$ cat src/rtl/vga_bounce_renderer.sv
// vga_bounce_renderer: pixel-generation stage for the VGA pipeline.
// Converts controller counters to active-area coordinates (stage 1), then
// draws a bouncing square over a background colour (stage 2). The sync
// signals travel through both stages so they stay aligned with RGB.
// The square moves once per frame, on the single cycle where both counters
// are zero, which is always in blanking.
// Optional feature: define VGA_BORDER_EN to draw a one-pixel white border
// around the active area (the border wins over the square).
module vga_bounce_renderer #(
   parameter int DATA_WIDTH = 4,
   parameter int H_OFFSET   = 144,
   parameter int V_OFFSET   = 31,
   parameter int ACTIVE_W   = 640,
   parameter int ACTIVE_H   = 480,
   parameter int BOX_SIZE   = 32,
   parameter int STEP       = 2
) (
   input  logic                    clk,
   input  logic                    reset,
   input  logic [9:0]              hCounter,
   input  logic [9:0]              vCounter,
   input  logic                    hSyncIn,
   input  logic                    vSyncIn,
   input  logic                    vidOnIn,
   input  logic                    pause,
   input  logic [3*DATA_WIDTH-1:0] boxColor,
   input  logic [3*DATA_WIDTH-1:0] bgColor,
   output logic [DATA_WIDTH-1:0]   red,
   output logic [DATA_WIDTH-1:0]   green,
   output logic [DATA_WIDTH-1:0]   blue,
   output logic                    hSyncOut,
   output logic                    vSyncOut,
   output logic [9:0]              boxX,
   output logic [9:0]              boxY,
   output logic [7:0]              frameCount
);

   localparam int CW = 3 * DATA_WIDTH;

   // Motion limits and sizes in the 11-bit arithmetic domain, so that sums
   // such as box+BOX_SIZE or box+STEP never wrap.
   localparam logic [10:0] X_MAX  = 11'(ACTIVE_W - BOX_SIZE);
   localparam logic [10:0] Y_MAX  = 11'(ACTIVE_H - BOX_SIZE);
   localparam logic [10:0] STEP_W = 11'(STEP);
   localparam logic [10:0] BOX_W  = 11'(BOX_SIZE);

   // Direction of travel on one axis.
   typedef enum logic {
      MOVE_POS = 1'b0,
      MOVE_NEG = 1'b1
   } dir_e;

   // Position and direction of one axis, stepped together.
   typedef struct packed {
      logic [9:0] pos;
      dir_e       dir;
   } axis_t;

   // One frame of motion on one axis: advance by STEP, clamping to the
   // wall and reversing when the wall is reached or passed.
   function automatic axis_t step_axis(input axis_t cur, input logic [10:0] lim);
      axis_t       nxt;
      logic [10:0] sum;
      nxt = cur;
      sum = {1'b0, cur.pos} + STEP_W;
      if (cur.dir == MOVE_POS) begin
         if (sum >= lim) begin
            nxt.pos = lim[9:0];
            nxt.dir = MOVE_NEG;
         end else begin
            nxt.pos = sum[9:0];
         end
      end else begin
         if ({1'b0, cur.pos} <= STEP_W) begin
            nxt.pos = '0;
            nxt.dir = MOVE_POS;
         end else begin
            nxt.pos = cur.pos - STEP_W[9:0];
         end
      end
      return nxt;
   endfunction

   // ------------------------------------------------------------------
   // Stage 1: active-area coordinates plus registered control signals
   // ------------------------------------------------------------------
   logic [9:0] x_d, x_q;
   logic [9:0] y_d, y_q;
   logic       vid_on1_d, vid_on1_q;
   logic       hsync1_d, hsync1_q;
   logic       vsync1_d, vsync1_q;

   // Stage-1 next values: subtract the blanking offsets (wrap is harmless,
   // vidOn masks everything outside the active area).
   always_comb begin
      x_d       = hCounter - 10'(H_OFFSET);
      y_d       = vCounter - 10'(V_OFFSET);
      vid_on1_d = vidOnIn;
      hsync1_d  = hSyncIn;
      vsync1_d  = vSyncIn;
   end

   // Stage-1 register.
   always_ff @(posedge clk or posedge reset) begin
      if (reset) begin
         x_q       <= '0;
         y_q       <= '0;
         vid_on1_q <= 1'b0;
         hsync1_q  <= 1'b0;
         vsync1_q  <= 1'b0;
      end else begin
         // NOTE: non-blocking assignments make every flop sample the
         // pre-edge value, so stage ordering within a block cannot matter.
         x_q       <= x_d;
         y_q       <= y_d;
         vid_on1_q <= vid_on1_d;
         hsync1_q  <= hsync1_d;
         vsync1_q  <= vsync1_d;
      end
   end

   // ------------------------------------------------------------------
   // Motion: per-axis direction FSMs, positions and frame counter
   // ------------------------------------------------------------------
   dir_e       dir_x_d, dir_x_q;
   dir_e       dir_y_d, dir_y_q;
   logic [9:0] box_x_d, box_x_q;
   logic [9:0] box_y_d, box_y_q;
   logic [7:0] frame_cnt_d, frame_cnt_q;
   logic       frame_tick;
   axis_t      axis_x_n;
   axis_t      axis_y_n;

   assign frame_tick = (hCounter == '0) && (vCounter == '0);

   // Motion next-state: only a frame tick changes anything; pause freezes
   // position and direction but the frame counter keeps counting.
   always_comb begin
      // NOTE: every variable gets a default first, so no path leaves one
      // unassigned and no latch is inferred.
      dir_x_d     = dir_x_q;
      dir_y_d     = dir_y_q;
      box_x_d     = box_x_q;
      box_y_d     = box_y_q;
      frame_cnt_d = frame_cnt_q;
      axis_x_n    = step_axis('{pos: box_x_q, dir: dir_x_q}, X_MAX);
      axis_y_n    = step_axis('{pos: box_y_q, dir: dir_y_q}, Y_MAX);
      if (frame_tick) begin
         frame_cnt_d = frame_cnt_q + 8'd1;
         if (!pause) begin
            box_x_d = axis_x_n.pos;
            dir_x_d = axis_x_n.dir;
            box_y_d = axis_y_n.pos;
            dir_y_d = axis_y_n.dir;
         end
      end
   end

   // Motion state register: square restarts at the top-left heading
   // right and down.
   always_ff @(posedge clk or posedge reset) begin
      if (reset) begin
         dir_x_q     <= MOVE_POS;
         dir_y_q     <= MOVE_POS;
         box_x_q     <= '0;
         box_y_q     <= '0;
         frame_cnt_q <= '0;
      end else begin
         dir_x_q     <= dir_x_d;
         dir_y_q     <= dir_y_d;
         box_x_q     <= box_x_d;
         box_y_q     <= box_y_d;
         frame_cnt_q <= frame_cnt_d;
      end
   end

   // ------------------------------------------------------------------
   // Stage 2: colour selection and sync alignment
   // ------------------------------------------------------------------
   logic [CW-1:0] rgb_d, rgb_q;
   logic          hsync2_d, hsync2_q;
   logic          vsync2_d, vsync2_q;
   logic          in_box;
   logic          on_border;

   // Square hit test in 11 bits so box+BOX_SIZE cannot wrap.
   assign in_box = ({1'b0, x_q} >= {1'b0, box_x_q}) &&
                   ({1'b0, x_q} <  ({1'b0, box_x_q} + BOX_W)) &&
                   ({1'b0, y_q} >= {1'b0, box_y_q}) &&
                   ({1'b0, y_q} <  ({1'b0, box_y_q} + BOX_W));

`ifdef VGA_BORDER_EN
   assign on_border = (x_q == '0) || (x_q == 10'(ACTIVE_W - 1)) ||
                      (y_q == '0) || (y_q == 10'(ACTIVE_H - 1));
`else
   assign on_border = 1'b0;
`endif

   // Stage-2 colour mux: blank outside active video, border over square
   // over background; colours are taken live from the inputs.
   always_comb begin
      rgb_d    = '0;
      hsync2_d = hsync1_q;
      vsync2_d = vsync1_q;
      if (vid_on1_q) begin
         if (on_border) begin
            rgb_d = '1;
         end else if (in_box) begin
            rgb_d = boxColor;
         end else begin
            rgb_d = bgColor;
         end
      end
   end

   // Stage-2 output register.
   always_ff @(posedge clk or posedge reset) begin
      if (reset) begin
         rgb_q    <= '0;
         hsync2_q <= 1'b0;
         vsync2_q <= 1'b0;
      end else begin
         rgb_q    <= rgb_d;
         hsync2_q <= hsync2_d;
         vsync2_q <= vsync2_d;
      end
   end

   assign red        = rgb_q[CW-1 -: DATA_WIDTH];
   assign green      = rgb_q[2*DATA_WIDTH-1 -: DATA_WIDTH];
   assign blue       = rgb_q[DATA_WIDTH-1:0];
   assign hSyncOut   = hsync2_q;
   assign vSyncOut   = vsync2_q;
   assign boxX       = box_x_q;
   assign boxY       = box_y_q;
   assign frameCount = frame_cnt_q;

endmodule

$ cat config.mk
export PLATFORM = sky130hd
export DESIGN_NAME = vga_bounce_renderer
export DESIGN_NICKNAME = d
export VERILOG_FILES = /design/src/rtl/vga_bounce_renderer.sv
export SDC_FILE = /design/constraint.sdc
export NUM_CORES = 1
export LEC_CHECK = 0
export CELL_PAD_IN_SITES_DETAIL_PLACEMENT = 0
export CELL_PAD_IN_SITES_GLOBAL_PLACEMENT = 1
export CORE_AREA = 10 10 125 127
export CTS_BUF_LIST = sky130_fd_sc_hd__clkbuf_8
export DETAILED_ROUTE_END_ITERATION = 8
export DIE_AREA = 0 0 135 137
export DONT_BUFFER_PORTS = 1
export PLACE_DENSITY_LB_ADDON = 0.1
export SYNTH_ARGS = -nofsm -noshare
export SYNTH_HDL_FRONTEND = slang
export SYNTH_SLANG_ARGS = --single-unit
$ cat constraint.sdc
create_clock -name clk -period 3.4 [get_ports clk]
set_input_delay 0.34 -clock clk [delete_from_list [all_inputs] [get_ports clk]]
set_output_delay 0.34 -clock clk [all_outputs]
set_load 0.01 [all_outputs]
==> out/qor.json <==
{
  "outcome": {"value": "finished, final reports clean"},
  "fin_skew": {"value": 0.01445, "unit": "ns"},
  "tightest_slew": {"value": 0.8342, "unit": "ns"},
  "syn_inst": {"value": 467},
  "layout_commonest_cell": {"value": "sky130_fd_sc_hd__dfrtp_1"},
  "relSlewSlack": {"value": 0.4438},
  "setup_viol": {"value": 0},
  "clock_sinks": {"value": 63},
  "die-height": {"value": 137, "unit": "um"},
  "post_route_cells_drive_above_1_share": {"value": 0.07400},
  "cts.htree.levels": {"value": 3},
  "ys_async_sr_fraction": {"value": 1.000},
  "root_buffer": {"value": "sky130_fd_sc_hd__clkbuf_8"},
  "floorplan.die_area": {"value": 18500, "unit": "um^2"},
  "yosysWarnings": {"value": 0},
  "area_growth_syn_to_layout": {"value": 9.696, "unit": "%"},
  "cap_violations": {"value": 0},
  "num_antenna_cells": {"value": 0},
  "globalplace.congestion": {"value": 0.8721},
  "final_net_count": {"value": 561},
  "final_hpwl_from_detailed_placement": {"value": 9.160, "unit": "mm"},
  "dr.first_iter.drc_count": {"value": 181},
  "netlist-cell-type-count": {"value": 59},
  "cts_inserted_buffers": {"value": 9},
  "cp.required": {"value": 3.67, "unit": "ns"},
  "finalCriticalPeriod": {"value": 2.805, "unit": "ns"},
  "period_utilization": {"value": 0.8251},
  "hold_class": {"value": "in2reg"},
  "synth_edf_count": {"value": 0},
  "placeableCoreArea": {"value": 13090, "unit": "um^2"},
  "synth_area_per_cell": {"value": 9.174, "unit": "um^2"},
  "power.leakage": {"value": 0.001949, "unit": "uW"},
  "globalRoute.totalOverflow": {"value": 0},
  "port_buffers": {"value": 0},
  "dr_total_vias": {"value": 3457},
  "first_pass_grt_wire_length": {"value": 19.64, "unit": "mm"},
  "highest_clock_rate": {"value": 0.3564, "unit": "GHz"},
  "worstSkewPairLatency": {"value": 0.36, "unit": "ns"},
  "initial_utilization": {"value": 0.3274},
  "synth_top_flop_cell": {"value": "sky130_fd_sc_hd__dfrtp_1"},
  "synth_top_area_cell": {"value": "sky130_fd_sc_hd__dfrtp_1"},
  "cts_tree": {"value": "built"},
  "p_total": {"value": 1651, "unit": "uW"},
  "top_library_cells_by_usage_in_the_layout_fill_and_taps_aside": {"value": "sky130_fd_sc_hd__dfrtp_1 (63), sky130_fd_sc_hd__nand2_1 (47), sky130_fd_sc_hd__ha_1 (43), sky130_fd_sc_hd__inv_1 (31), sky130_fd_sc_hd__a21oi_1 (26)"},
  "powerDensity": {"value": 351.2, "unit": "nW/um^2"},
  "groute.usage.overall": {"value": 0.1354},
  "synth_top_area_share": {"value": 0.3680},
  "placedCellCount": {"value": 627},
  "drtPass1Iterations": {"value": 5},
  "die_width": {"value": 135, "unit": "um"},
  "average_routed_wire_per_standard_cell": {"value": 18.87, "unit": "um"},
  "synth-seq-cells": {"value": 63},
  "boundaryPins": {"value": 92},
  "antenna_found_initial": {"value": 0},
  "netlist_area": {"value": 4284, "unit": "um^2"},
  "post-route-drc-count": {"value": 0},
  "rsz_0062_raised_after_global_routing": {"value": "false"},
  "final_hold_viol_count": {"value": 0},
  "final-instance-count-excl-fill": {"value": 649},
  "synth_sequential_area_ratio": {"value": 0.3680},
  "clk_transition_reported_paths": {"value": 0.09, "unit": "ns"},
  "vdd.ir_drop.worst": {"value": 0.2211, "unit": "mV"},
  "totalNegativeSetupSlack": {"value": 0, "unit": "ns"},
  "route.final.wire_length": {"value": 12.24, "unit": "mm"},
  "worstPathArrival": {"value": 3.08, "unit": "ns"},
  "critPathLaunchType": {"value": "flop"},
  "drtAntennaViolNets": {"value": 0},
  "post_drt_via_cell_ratio": {"value": 5.327},
  "timing.critical_path.to_type": {"value": "flop"},
  "final-max-slew-violation-count": {"value": 0},
  "number_of_global_route_vias_before_repair": {"value": 3559},
  "cts_max_path_buffers": {"value": 2},
  "critical_path_fanout_max": {"value": 12},
  "maximum_number_of_pins_on_one_net_before_global_route_repair": {"value": 64},
  "path_class": {"value": "reg2reg"},
  "row_count": {"value": 42},
  "synth_top_cells_by_area": {"value": "sky130_fd_sc_hd__dfrtp_1 (37%), sky130_fd_sc_hd__ha_1 (13%), sky130_fd_sc_hd__nand2_1 (4.1%)"}
}
-- worst paths after layout --
check / startpoint / end / slack, ns / depth (start not counted)
max reg2reg: boxY[5]$_DFFE_PP0P_ / rgb_q[6]$_DFF_PP0_ / 0.59 / 10
min in group asynchronous: reset / y_q[4]$_DFF_PP0_ / 0.12 / 2
max: boxY[5]$_DFFE_PP0P_ / rgb_q[6]$_DFF_PP0_ / 0.59 / 10
min reg2reg: hsync1_q$_DFF_PP0_ / hSyncOut$_DFF_PP0_ / 0.36 / 0
min: vCounter[4] / y_q[4]$_DFF_PP0_ / 0.06 / 1
max in group asynchronous: reset / boxY[7]$_DFFE_PP0P_ / 2.74 / 2
-- cells in the mapped netlist, types with 3 or more instances --
cell                       count
sky130_fd_sc_hd__dfrtp_1      63
sky130_fd_sc_hd__nand2_1      47
sky130_fd_sc_hd__ha_1         43
sky130_fd_sc_hd__inv_1        32
sky130_fd_sc_hd__a21oi_1      26
sky130_fd_sc_hd__o21ai_0      25
sky130_fd_sc_hd__nand3_1      23
sky130_fd_sc_hd__nor2_1       21
sky130_fd_sc_hd__xnor2_1      18
sky130_fd_sc_hd__nor3_1       17
sky130_fd_sc_hd__mux2i_1      13
sky130_fd_sc_hd__xor2_1       10
sky130_fd_sc_hd__a31oi_1       9
sky130_fd_sc_hd__nand4_1       9
sky130_fd_sc_hd__buf_2         8
sky130_fd_sc_hd__clkbuf_1      8
sky130_fd_sc_hd__nor4_1        7
sky130_fd_sc_hd__a211oi_1      5
sky130_fd_sc_hd__a21o_1        5
sky130_fd_sc_hd__and3_1        5
sky130_fd_sc_hd__o21ai_1       5
sky130_fd_sc_hd__and2_1        4
sky130_fd_sc_hd__nand2b_1      4
sky130_fd_sc_hd__o211ai_1      4
sky130_fd_sc_hd__a221oi_1      3
sky130_fd_sc_hd__buf_4         3
sky130_fd_sc_hd__or3_1         3
sky130_fd_sc_hd__or4_4         3
-- final cells by class --
type / count / area, um^2
sequential: 63 / 1577
tap: 176 / 220.2
clock buffer: 10 / 137.6
multi-input combinational: 351 / 2481
fill: 1371 / 8386
timing repair buffer: 10 / 90.09
inverter: 33 / 123.9
clock inverter: 6 / 70.07
-- critical path, cell delays in order, from the launching register on --
cell and delay, ns:
sky130_fd_sc_hd__dfrtp_1 0.62, sky130_fd_sc_hd__ha_1 0.29, sky130_fd_sc_hd__nand3_1 0.16, sky130_fd_sc_hd__xnor2_1 0.18
sky130_fd_sc_hd__ha_1 0.29, sky130_fd_sc_hd__a21oi_1 0.13, sky130_fd_sc_hd__a2bb2oi_1 0.17, sky130_fd_sc_hd__o41ai_1 0.13
sky130_fd_sc_hd__nor4b_4 0.26, sky130_fd_sc_hd__buf_4 0.27, sky130_fd_sc_hd__mux2i_1 0.22
-- stage by stage --
stage	setup slack, ns	instance area (um^2)	util	hold slack (ns)
3_5_place_dp	0.5650	4432	0.3387	0.3411
6_report	0.5945	4700	0.3592	0.05772
4_1_cts	0.5502	4700	0.3592	0.02946
3_3_place_gp	0.6895	4432	0.3387	0.3428
2_1_floorplan	0.8016	4288	-	0.3312
5_1_grt	0.3409	4700	0.3592	0.03932
-- registers in the layout (all words and copies together) (netlist names) --
signal,cells
boxX,9
dir_x_q,1
y_q,9
boxY,9
x_q,9
dir_y_q,1
vSyncOut,1
rgb_q,12
vid_on1_q,1
frameCount,8
hsync1_q,1
hSyncOut,1
vsync1_q,1
-- where the power goes --
part           internal, uW  switching [uW]
clock                   361             347
sequential              780            28.1
combinational          61.9            72.0
-- cells by family (layout without fill, tap and decap cells) --
kind of cell / after synthesis / in the layout / synth area share
and+or+nand+nor: 157 / 157 / 0.1995
AOI/OAI and AO/OA: 107 / 107 / 0.1600
DFF: 63 / 63 / 0.3680
buffers and inverters: 54 / 59 / 0.05578
adders and majority gates: 43 / 43 / 0.1256
xor gates and xnor gates: 28 / 28 / 0.05724
muxes: 14 / 14 / 0.03300
other: 1 / 2 / 0.0008753
-- per-layer routing --
metal  track usage  share of wire  vias to the layer above
li1              -              -                     1687
met1        0.1606           0.44                     1652
met2        0.2088           0.45                      105
met3       0.06268          0.097                       13
met4       0.05323          0.014                        0
met5             0              0                        -
-- repair_timing --
item / 4_1_cts / 5_1_grt
gates resized for setup: 0 / 0
hold endpoints to repair: 6 / 0
setup buffers: 0 / 0
hold buffers: 6 / 0
Note: power is estimated with default switching activity, not from simulation.
